==> src/rtl/pipeline_ctrl_pkg.sv <==
// Shared definitions for the pipeline hazard/flush controller: stall bus
// bit positions, FSM state encoding, reset level and the stall encoder helper.
package pipeline_ctrl_pkg;

    localparam int STALL_W  = 6;
    localparam int STALL_PC = 0;
    localparam int STALL_IF = 1;
    localparam int STALL_ID = 2;
    localparam int STALL_EX = 3;
    localparam int STALL_MEM = 4;
    localparam int STALL_WB = 5;

    localparam logic RST_ENABLE = 1'b1;

    typedef enum logic [0:0] {
        ST_RUN   = 1'b0,
        ST_DRAIN = 1'b1
    } state_t;

    // Stage number of a requester: 0 = none, 1 = IF, 2 = ID, 3 = EX, 4 = MEM.
    typedef logic [2:0] stage_t;

    // Thermometer code: the highest requesting stage k freezes stall[k:0].
    function automatic logic [STALL_W-1:0] stall_mask(input stage_t k);
        logic [STALL_W-1:0] m;
        m = '0;
        for (int i = 0; i < STALL_W; i++) begin
            m[i] = (k != 3'd0) && (i <= int'(k));
        end
        return m;
    endfunction

endpackage

==> src/rtl/pipeline_ctrl.sv <==
// Central hazard/flush controller: merges stage stall requests into the
// stall bus, turns a taken EX jump into flush + PC redirect, and defers the
// redirect while an instruction fetch is still outstanding.
module pipeline_ctrl
    import pipeline_ctrl_pkg::*;
#(
    parameter int ADDR_W = 32,
    parameter int CNT_W  = 32
) (
    input  logic              clk,
    input  logic              rst,
    input  logic              stallreq_if,
    input  logic              stallreq_id,
    input  logic              stallreq_ex,
    input  logic              stallreq_mem,
    input  logic              if_busy,
    input  logic              if_done,
    input  logic              jump_in,
    input  logic [ADDR_W-1:0] jump_target,
    output logic [5:0]        stall,
    output logic              flush,
    output logic              redirect,
    output logic [ADDR_W-1:0] redirect_pc,
    output logic              discard_fetch,
    output logic [CNT_W-1:0]  cnt_stall,
    output logic [CNT_W-1:0]  cnt_flush
);

    state_t            state_q;
    state_t            state_d;
    logic [ADDR_W-1:0] tgt_q;
    logic              latch_tgt;
    logic              jump_acc;
    logic              ex_frozen;
    stage_t            top_req;
    stage_t            top_req_squashed;

    // Priority encode the requests: mem > ex > id > if. The squashed variant
    // drops IF/ID requests, whose wrong-path work a jump throws away.
    always_comb begin
        if (stallreq_mem)      top_req = 3'd4;
        else if (stallreq_ex)  top_req = 3'd3;
        else if (stallreq_id)  top_req = 3'd2;
        else if (stallreq_if)  top_req = 3'd1;
        else                   top_req = 3'd0;

        if (stallreq_mem)      top_req_squashed = 3'd4;
        else if (stallreq_ex)  top_req_squashed = 3'd3;
        else                   top_req_squashed = 3'd0;

        // EX is frozen exactly when a stage at or beyond EX is requesting.
        ex_frozen = stallreq_mem || stallreq_ex;
    end

    // Next-state and output decode; outputs are held at zero during reset.
    always_comb begin
        // NOTE: every signal gets a default before any branch so no path leaves it unassigned, which would infer a latch.
        state_d       = state_q;
        stall         = '0;
        flush         = 1'b0;
        redirect      = 1'b0;
        redirect_pc   = tgt_q;
        discard_fetch = 1'b0;
        latch_tgt     = 1'b0;
        jump_acc      = 1'b0;

        if (rst != RST_ENABLE) begin
            case (state_q)
                ST_RUN: begin
                    jump_acc    = jump_in && !ex_frozen;
                    stall       = jump_acc ? stall_mask(top_req_squashed) : stall_mask(top_req);
                    flush       = jump_acc;
                    redirect_pc = jump_target;
                    if (jump_acc) begin
                        if (!if_busy || if_done) begin
                            redirect = 1'b1;
                        end else begin
                            // Fetch still in flight: park the target until it returns.
                            discard_fetch = 1'b1;
                            latch_tgt     = 1'b1;
                            state_d       = ST_DRAIN;
                        end
                    end
                end
                ST_DRAIN: begin
                    // Only bubbles enter ID while the stale fetch drains.
                    stall               = stall_mask(top_req);
                    stall[STALL_PC]     = 1'b1;
                    stall[STALL_IF]     = 1'b1;
                    flush               = 1'b1;
                    discard_fetch       = 1'b1;
                    if (if_done) begin
                        redirect = 1'b1;
                        state_d  = ST_RUN;
                    end
                end
                default: state_d = ST_RUN;
            endcase
        end
    end

    // State, parked target and free-running performance counters.
    always_ff @(posedge clk) begin
        // NOTE: sequential state uses non-blocking assignments so every flop samples pre-edge values.
        if (rst == RST_ENABLE) begin
            state_q   <= ST_RUN;
            tgt_q     <= '0;
            cnt_stall <= '0;
            cnt_flush <= '0;
        end else begin
            state_q <= state_d;
            if (latch_tgt) begin
                tgt_q <= jump_target;
            end
            cnt_stall <= cnt_stall + {{(CNT_W-1){1'b0}}, stall[STALL_PC]};
            cnt_flush <= cnt_flush + {{(CNT_W-1){1'b0}}, jump_acc};
        end
    end

endmodule

==> config.mk <==
export PLATFORM = sky130hd
export DESIGN_NAME = pipeline_ctrl
export DESIGN_NICKNAME = d
export VERILOG_FILES = /design/src/rtl/pipeline_ctrl_pkg.sv /design/src/rtl/pipeline_ctrl.sv
export SDC_FILE = /design/constraint.sdc
export NUM_CORES = 1
export LEC_CHECK = 0
export BUFFER_PORTS_ARGS = -buffer_cell sky130_fd_sc_hd__buf_4
export CAP_MARGIN = 5
export CORE_MARGIN = 2
export CORE_UTILIZATION = 52
export DETAILED_ROUTE_END_ITERATION = 12
export GPL_ROUTABILITY_DRIVEN = 0
export PLACE_DENSITY = 0.85
export SYNTH_ARGS = -nofsm -noshare
export SYNTH_HDL_FRONTEND = slang
export SYNTH_SLANG_ARGS = --single-unit
==> constraint.sdc <==
create_clock -name clk -period 3.7 [get_ports clk]
set_input_delay 0.555 -clock clk [delete_from_list [all_inputs] [get_ports clk]]
set_output_delay 0.555 -clock clk [all_outputs]
set_load 0.01 [all_outputs]
==> results of run 1 <==
cell type report:
type | count | area [µm²]
fillers | 768 | 3030
well taps | 111 | 139
multi-input cells | 375 | 2500
repair buffers | 149 | 1120
clock inverters | 5 | 38.8
flip-flops and latches | 97 | 1940
clock buffers | 11 | 151
inverters | 49 | 184
registers in the layout (all words and copies together), names as in the netlist:
| signal | count |
|---|---|
| cnt_flush | 32 |
| cnt_stall | 32 |
| tgt_q | 32 |
| state_q | 1 |
power breakdown:
group	switching, mW	internal [mW]
Sequential	0.00496	1.05
Combinational	0.0840	0.0996
Clock	0.371	0.285
stage by stage:
stage | hold slack [ns] | util
finish | 0.468 | 0.667
global route | 0.453 | 0.667
CTS | 0.450 | 0.667
detailed placement | 0.474 | 0.646
global placement | 0.466 | 0.646
floorplan | 0.453 | -
layer usage:
| layer | vias up | part of all wire | global-route usage |
|---|---|---|---|
| met5 | - | 0 | 0 |
| met2 | 150 | 0.50 | 0.416 |
| met1 | 2129 | 0.41 | 0.279 |
| li1 | 2229 | - | - |
| met4 | 0 | 0.017 | 0.0854 |
| met3 | 14 | 0.073 | 0.0543 |
critical path, cell delays in order (launching register included):
cell,delay (ns)
dfxtp_1,0.45
inv_1,0.12
a31oi_1,0.26
ha_1,0.23
ha_1,0.21
nand2_1,0.11
or4_1,0.78
or4_1,0.60
a21oi_1,0.18
how the worst max path moves through the flow:
stage,startpoint,endpoint
floorplan,rst,cnt_stall[20]
global placement,jump_in,cnt_stall[30]
detailed placement,jump_in,cnt_stall[22]
CTS,state_q,cnt_stall[26]
global route,state_q,cnt_stall[26]
finish,state_q,cnt_stall[26]
cell families after synthesis:
logic type / Yosys count / share of synthesized area
other: 1 / 0.000781
buffers and inverters: 85 / 0.0753
XOR/XNOR: 18 / 0.0328
adder cells (fa/ha/maj): 5 / 0.0130
AO/OA/AOI/OAI: 113 / 0.134
flip-flops: 97 / 0.404
multiplexers: 38 / 0.0891
AND/OR/NAND/NOR: 200 / 0.251
cells in the final DEF, fill, tap and decap left out, types with 2 or more instances in the layout:
cell type / netlist / final
a21oi_1: 39 / 39
a31oi_1: 2 / 2
and3_1: 3 / 3
and4_1: 4 / 4
buf_4: 2 / 149
clkbuf_8: 0 / 11
clkinv_4: 0 / 2
dfxtp_1: 97 / 97
ha_1: 5 / 5
inv_1: 49 / 49
mux2_2: 37 / 37
nand2_1: 17 / 17
nand3_1: 21 / 21
nand3b_1: 32 / 32
nand4_1: 15 / 15
nand4b_1: 5 / 5
nor2_1: 35 / 34
nor2b_1: 12 / 12
nor3_1: 13 / 13
nor4_1: 4 / 4
o21ai_0: 47 / 47
o31ai_1: 16 / 16
o41ai_1: 6 / 6
or2_2: 2 / 2
or3_1: 11 / 11
or4_1: 16 / 16
xnor2_1: 11 / 11
xor2_1: 7 / 7
==> results.toml, run 1 <==
[placement]
numPortBuffers = 144
dpl.cell_count = 781
pre_cts_ws_ns = 0.320
place_area_um2 = 5890
dp_hpwl_mm = 8.53

[power_and_ir_drop]
p_leak_nw = 2.45
finalPower_mw = 1.89
power_density_nw_per_um2 = 312
peakVddDrop_mv = 0.189

[worst_hold_path]
worstHoldPathType = "input port to flip-flop"
holdPathEnd = "tgt_q[5]"
worstHoldPathCells = 3
hp-start = "jump_target[5]"

[sta]
slew_viol_final = 0
setup_ws_ns = 0.676
slew-limit-headroom = 0.323
max_freq_ghz = 0.331
fin_worst_skew_ns = 0.0123
fin_setup_tns_ns = 0
post-route-period-util = 0.817
fin_crit_ns = 3.02
setup_violations = 0
rsz0062_at_grt = "no"
finalHoldViolCount = 0
worst_slew_pin_slew_ns = 1.02

[logic_synthesis]
synth.most_common_cell = "dfxtp_1"
yosysTopAreaCell = "dfxtp_1"
synthTopCellsByArea = "dfxtp_1 (40%), mux2_2 (8.7%), nand3b_1 (5.0%)"
ys_top_cells_by_count = "dfxtp_1 (97), inv_1 (49), o21ai_0 (47), a21oi_1 (39), mux2_2 (37)"
synthCells = 557
ys_types = 45
ys.flop_type = "dfxtp_1"
synth_seq_cells = 97
async_reset_ff_frac = 0
synth_area_um2 = 4800
ys_seq_area_frac = 0.404
synth_area_per_cell_um2 = 8.62
syn-num-nets = 603
synth_edf_count = 0
yosys_warnings = 0
synth_top_area_frac = 0.404

[grt]
grt_util_all_layers = 0.235
grt_pass1_vias = 4170
grt_max_degree = 111
grt-ovfl-total = 0
antenna_found_initial = 0
grt_pass1_wl_mm = 19.4

[floorplanning]
num_rows = 35
die_area_um2 = 10000
core_area_um2 = 9110
die_h_um = 100
start_util = 0.527
ios = 146
die_w_um = 100

[routing]
vias_per_cell = 5.67
routed_wl_mm = 11.9
post_drt_wl_per_cell_um = 14.9
postRouteAntennaNets = 0
first_pass_iters = 5
vias = 4522
drtIter0Drc = 179
drcViolationCount = 0

[clock_tree]
cts_root_buf = "clkbuf_8"
post-cts-setup-buffer-count = 0
htree_levels = 3
cts_tree = "done"
cts_num_sinks = 97
cts_made_buffers = 9
cts_max_path_buffers = 2
cts.clk_slew.worst_paths_ns = 0.10
ctsResizeCount = 0
holdBufCountCts = 0
clk-insertion-delay-late_ns = 0.35

[critical_path]
r2r_end = "cnt_stall[26]"
worstPathArrival_ns = 3.30
path_max_fanout = 18
worstSetupStartpointType = "flip-flop"
worstRegToRegCells = 8
worstSetupPathType = "flip-flop to flip-flop"
r2r_start = "state_q"
crit_required_ns = 3.97
regToRegSetupSlack_ns = 0.68
worst_setup_path_end_kind = "flip-flop"

[cells_and_area]
antenna_cells = 0
drive_above_1_share = 0.309
instances_no_fill = 797
postLayoutCellArea_um2 = 6080
final_nets = 727
syn_to_final_growth_pct = 26.5

[status]
status = "complete, no violations"

[run]
cap_violations = 0
(Power assumes the default switching activity.)
==> inputs of run 2 (changes only) <==
--- a/config.mk
+++ b/config.mk
@@ -8,10 +8,10 @@
 export BUFFER_PORTS_ARGS = -buffer_cell sky130_fd_sc_hd__buf_4
 export CAP_MARGIN = 5
 export CORE_MARGIN = 2
-export CORE_UTILIZATION = 52
+export CORE_UTILIZATION = 47
 export DETAILED_ROUTE_END_ITERATION = 12
 export GPL_ROUTABILITY_DRIVEN = 0
-export PLACE_DENSITY = 0.85
+export PLACE_DENSITY = 0.81
 export SYNTH_ARGS = -nofsm -noshare
 export SYNTH_HDL_FRONTEND = slang
 export SYNTH_SLANG_ARGS = --single-unit
==> constraint.sdc (replaced) <==
create_clock -name clk -period 2.4 [get_ports clk]
set_input_delay 0.36 -clock clk [delete_from_list [all_inputs] [get_ports clk]]
set_output_delay 0.36 -clock clk [all_outputs]
set_load 0.01 [all_outputs]
==> run 2 against run 1 <==
Net effect: flip-flop and latch count stayed put; first-iteration DRC count is 29% higher; clock power grew 77%; final cell count up 6.4%; die area up 10%; non-clock buffer count up 29.
==> results.toml, run 2 (synthesis results as in run 1) <==
[floorplanning]
ios = 146
die_h_um = 105
die_w_um = 105
start_util = 0.487
die_area_um2 = 11000
num_rows = 36
core_area_um2 = 9860

[clock_tree]
clk-insertion-delay-late_ns = 0.37
cts.clk_slew.worst_paths_ns = 0.09
cts_max_path_buffers = 2
holdBufCountCts = 0
cts_made_buffers = 9
cts_root_buf = "clkbuf_8"
cts_num_sinks = 97
htree_levels = 3
cts_tree = "done"

[cells_and_area]
multi_input_area_um2 = 2570
syn_to_final_growth_pct = 33.5
post-route-util = 0.650
drive_above_1_share = 0.351
largestRegisters = "cnt_flush (32), cnt_stall (32), tgt_q (32)"
mostFrequentLayoutCells = "buf_4 (176), dfxtp_1 (96), inv_1 (48), o21ai_0 (47), a21oi_1 (37)"
regArea_um2 = 1940
final_nets = 756
antenna_cells = 0
fillers = 799
layout_commonest_cell = "buf_4"

[placement]
dp_hpwl_mm = 9.04
pre_cts_ws_ns = -0.388
numPortBuffers = 144

[critical_path]
regToRegSetupSlack_ns = 0.07
crit_required_ns = 2.70
path_max_fanout = 5
worstSetupPathType = "input port to flip-flop"
worstPathArrival_ns = 2.66
worst_setup_path_end_kind = "flip-flop"
worstSetupStartpointType = "input port"

[routing]
postRouteAntennaNets = 0
post_drt_wl_per_cell_um = 15.0
drtIter0Drc = 231
routed_wl_mm = 12.7
vias = 4674
vias_per_cell = 5.51
drcViolationCount = 0
first_pass_iters = 4

[grt]
grt_max_degree = 89
grt_pass1_vias = 4342
grt_pass1_wl_mm = 20.3
grt_util_all_layers = 0.222
grt-ovfl-total = 0
antenna_found_initial = 0

[worst_hold_path]
worstHoldPathType = "input port to flip-flop"

[sta]
setup_ws_ns = 0.0399
worst_slew_pin_slew_ns = 0.843
fin_worst_skew_ns = 0.00911
setup_violations = 0
max_freq_ghz = 0.424
slew_viol_final = 0
slew-limit-headroom = 0.438
post-route-period-util = 0.983
finalHoldViolCount = 0
fin_crit_ns = 2.36

[status]
status = "complete, no violations"

[power_and_ir_drop]
peakVddDrop_mv = 0.331
p_leak_nw = 2.60
power_density_nw_per_um2 = 482

[run]
cap_violations = 0
run 2: changes by cell type in the layout (fill, tap and decap cells not counted), sizes merged:
cell	delta
buf	+29
bufinv	+2
clkbuf	-1
inv	-1
run 2: routing by layer:
metal  track usage  share of wire  routed length [µm]
met1         0.283           0.43                5510
met2         0.367           0.49                6240
met3        0.0412          0.058                 731
met4        0.0914          0.017                 212
met5             0              0                   0
run 2: stage by stage:
stage                     cell area (µm²)  power [mW]  hold WS, ns  cells  setup TNS (ns)
after floorplan                      4880        1.81        0.453    557          -0.568
after global placement               6150        1.95        0.467    829           -2.64
after detailed placement             6150        1.96        0.477    829           -4.17
after CTS                            6360        3.10        0.243    845               0
after global routing                 6410        3.20        0.245    848        -0.00778
final                                6410        3.09        0.254    848               0
run 2: layout make-up:
class / count / area share
Multi-Input combinational cell: 375 / 0.401
Sequential cell: 97 / 0.303
Timing Repair Buffer: 178 / 0.209
Inverter: 49 / 0.0287
Tap cell: 133 / 0.0260
Clock buffer: 10 / 0.0199
Clock inverter: 6 / 0.0129
run 2: critical path: stages:
cell and delay, ns:
buf_4 0.11, inv_1 0.05, o21ai_0 0.20, a31oi_4 0.26
ha_4 0.16, ha_4 0.13, nand2_2 0.06, or4_4 0.54
buf_6 0.15, or4_1 0.48, a21oi_1 0.15
run 2: where the power goes:
part / leakage (nW) / internal (mW) / switching (mW)
Clock: 0.106 / 0.583 / 0.578
Combinational: 1.72 / 0.162 / 0.135
Sequential: 0.782 / 1.62 / 0.0104
Total: 2.60 / 2.36 / 0.724
run 2: path summary, 6_finish.rpt:
check / from / to / cells past startpoint
worst max register to register: state_q / cnt_stall[30] / 9
worst min-delay path: jump_target[26] / tgt_q[26] / 3
worst min register to register: tgt_q[14] / tgt_q[14] / 2
worst max-delay path: jump_in / cnt_stall[30] / 11
run 2: repair_timing:
| action | 4_1_cts | 5_1_grt |
|---|---|---|
| cloned | 0 | 1 |
| endpoints found under the setup margin | 1 | 5 |
| pin swaps | 0 | 4 |
| resized for setup | 1 | 9 |
| setup buffers | 0 | 2 |
| endpoints found under the hold margin | 0 | 0 |
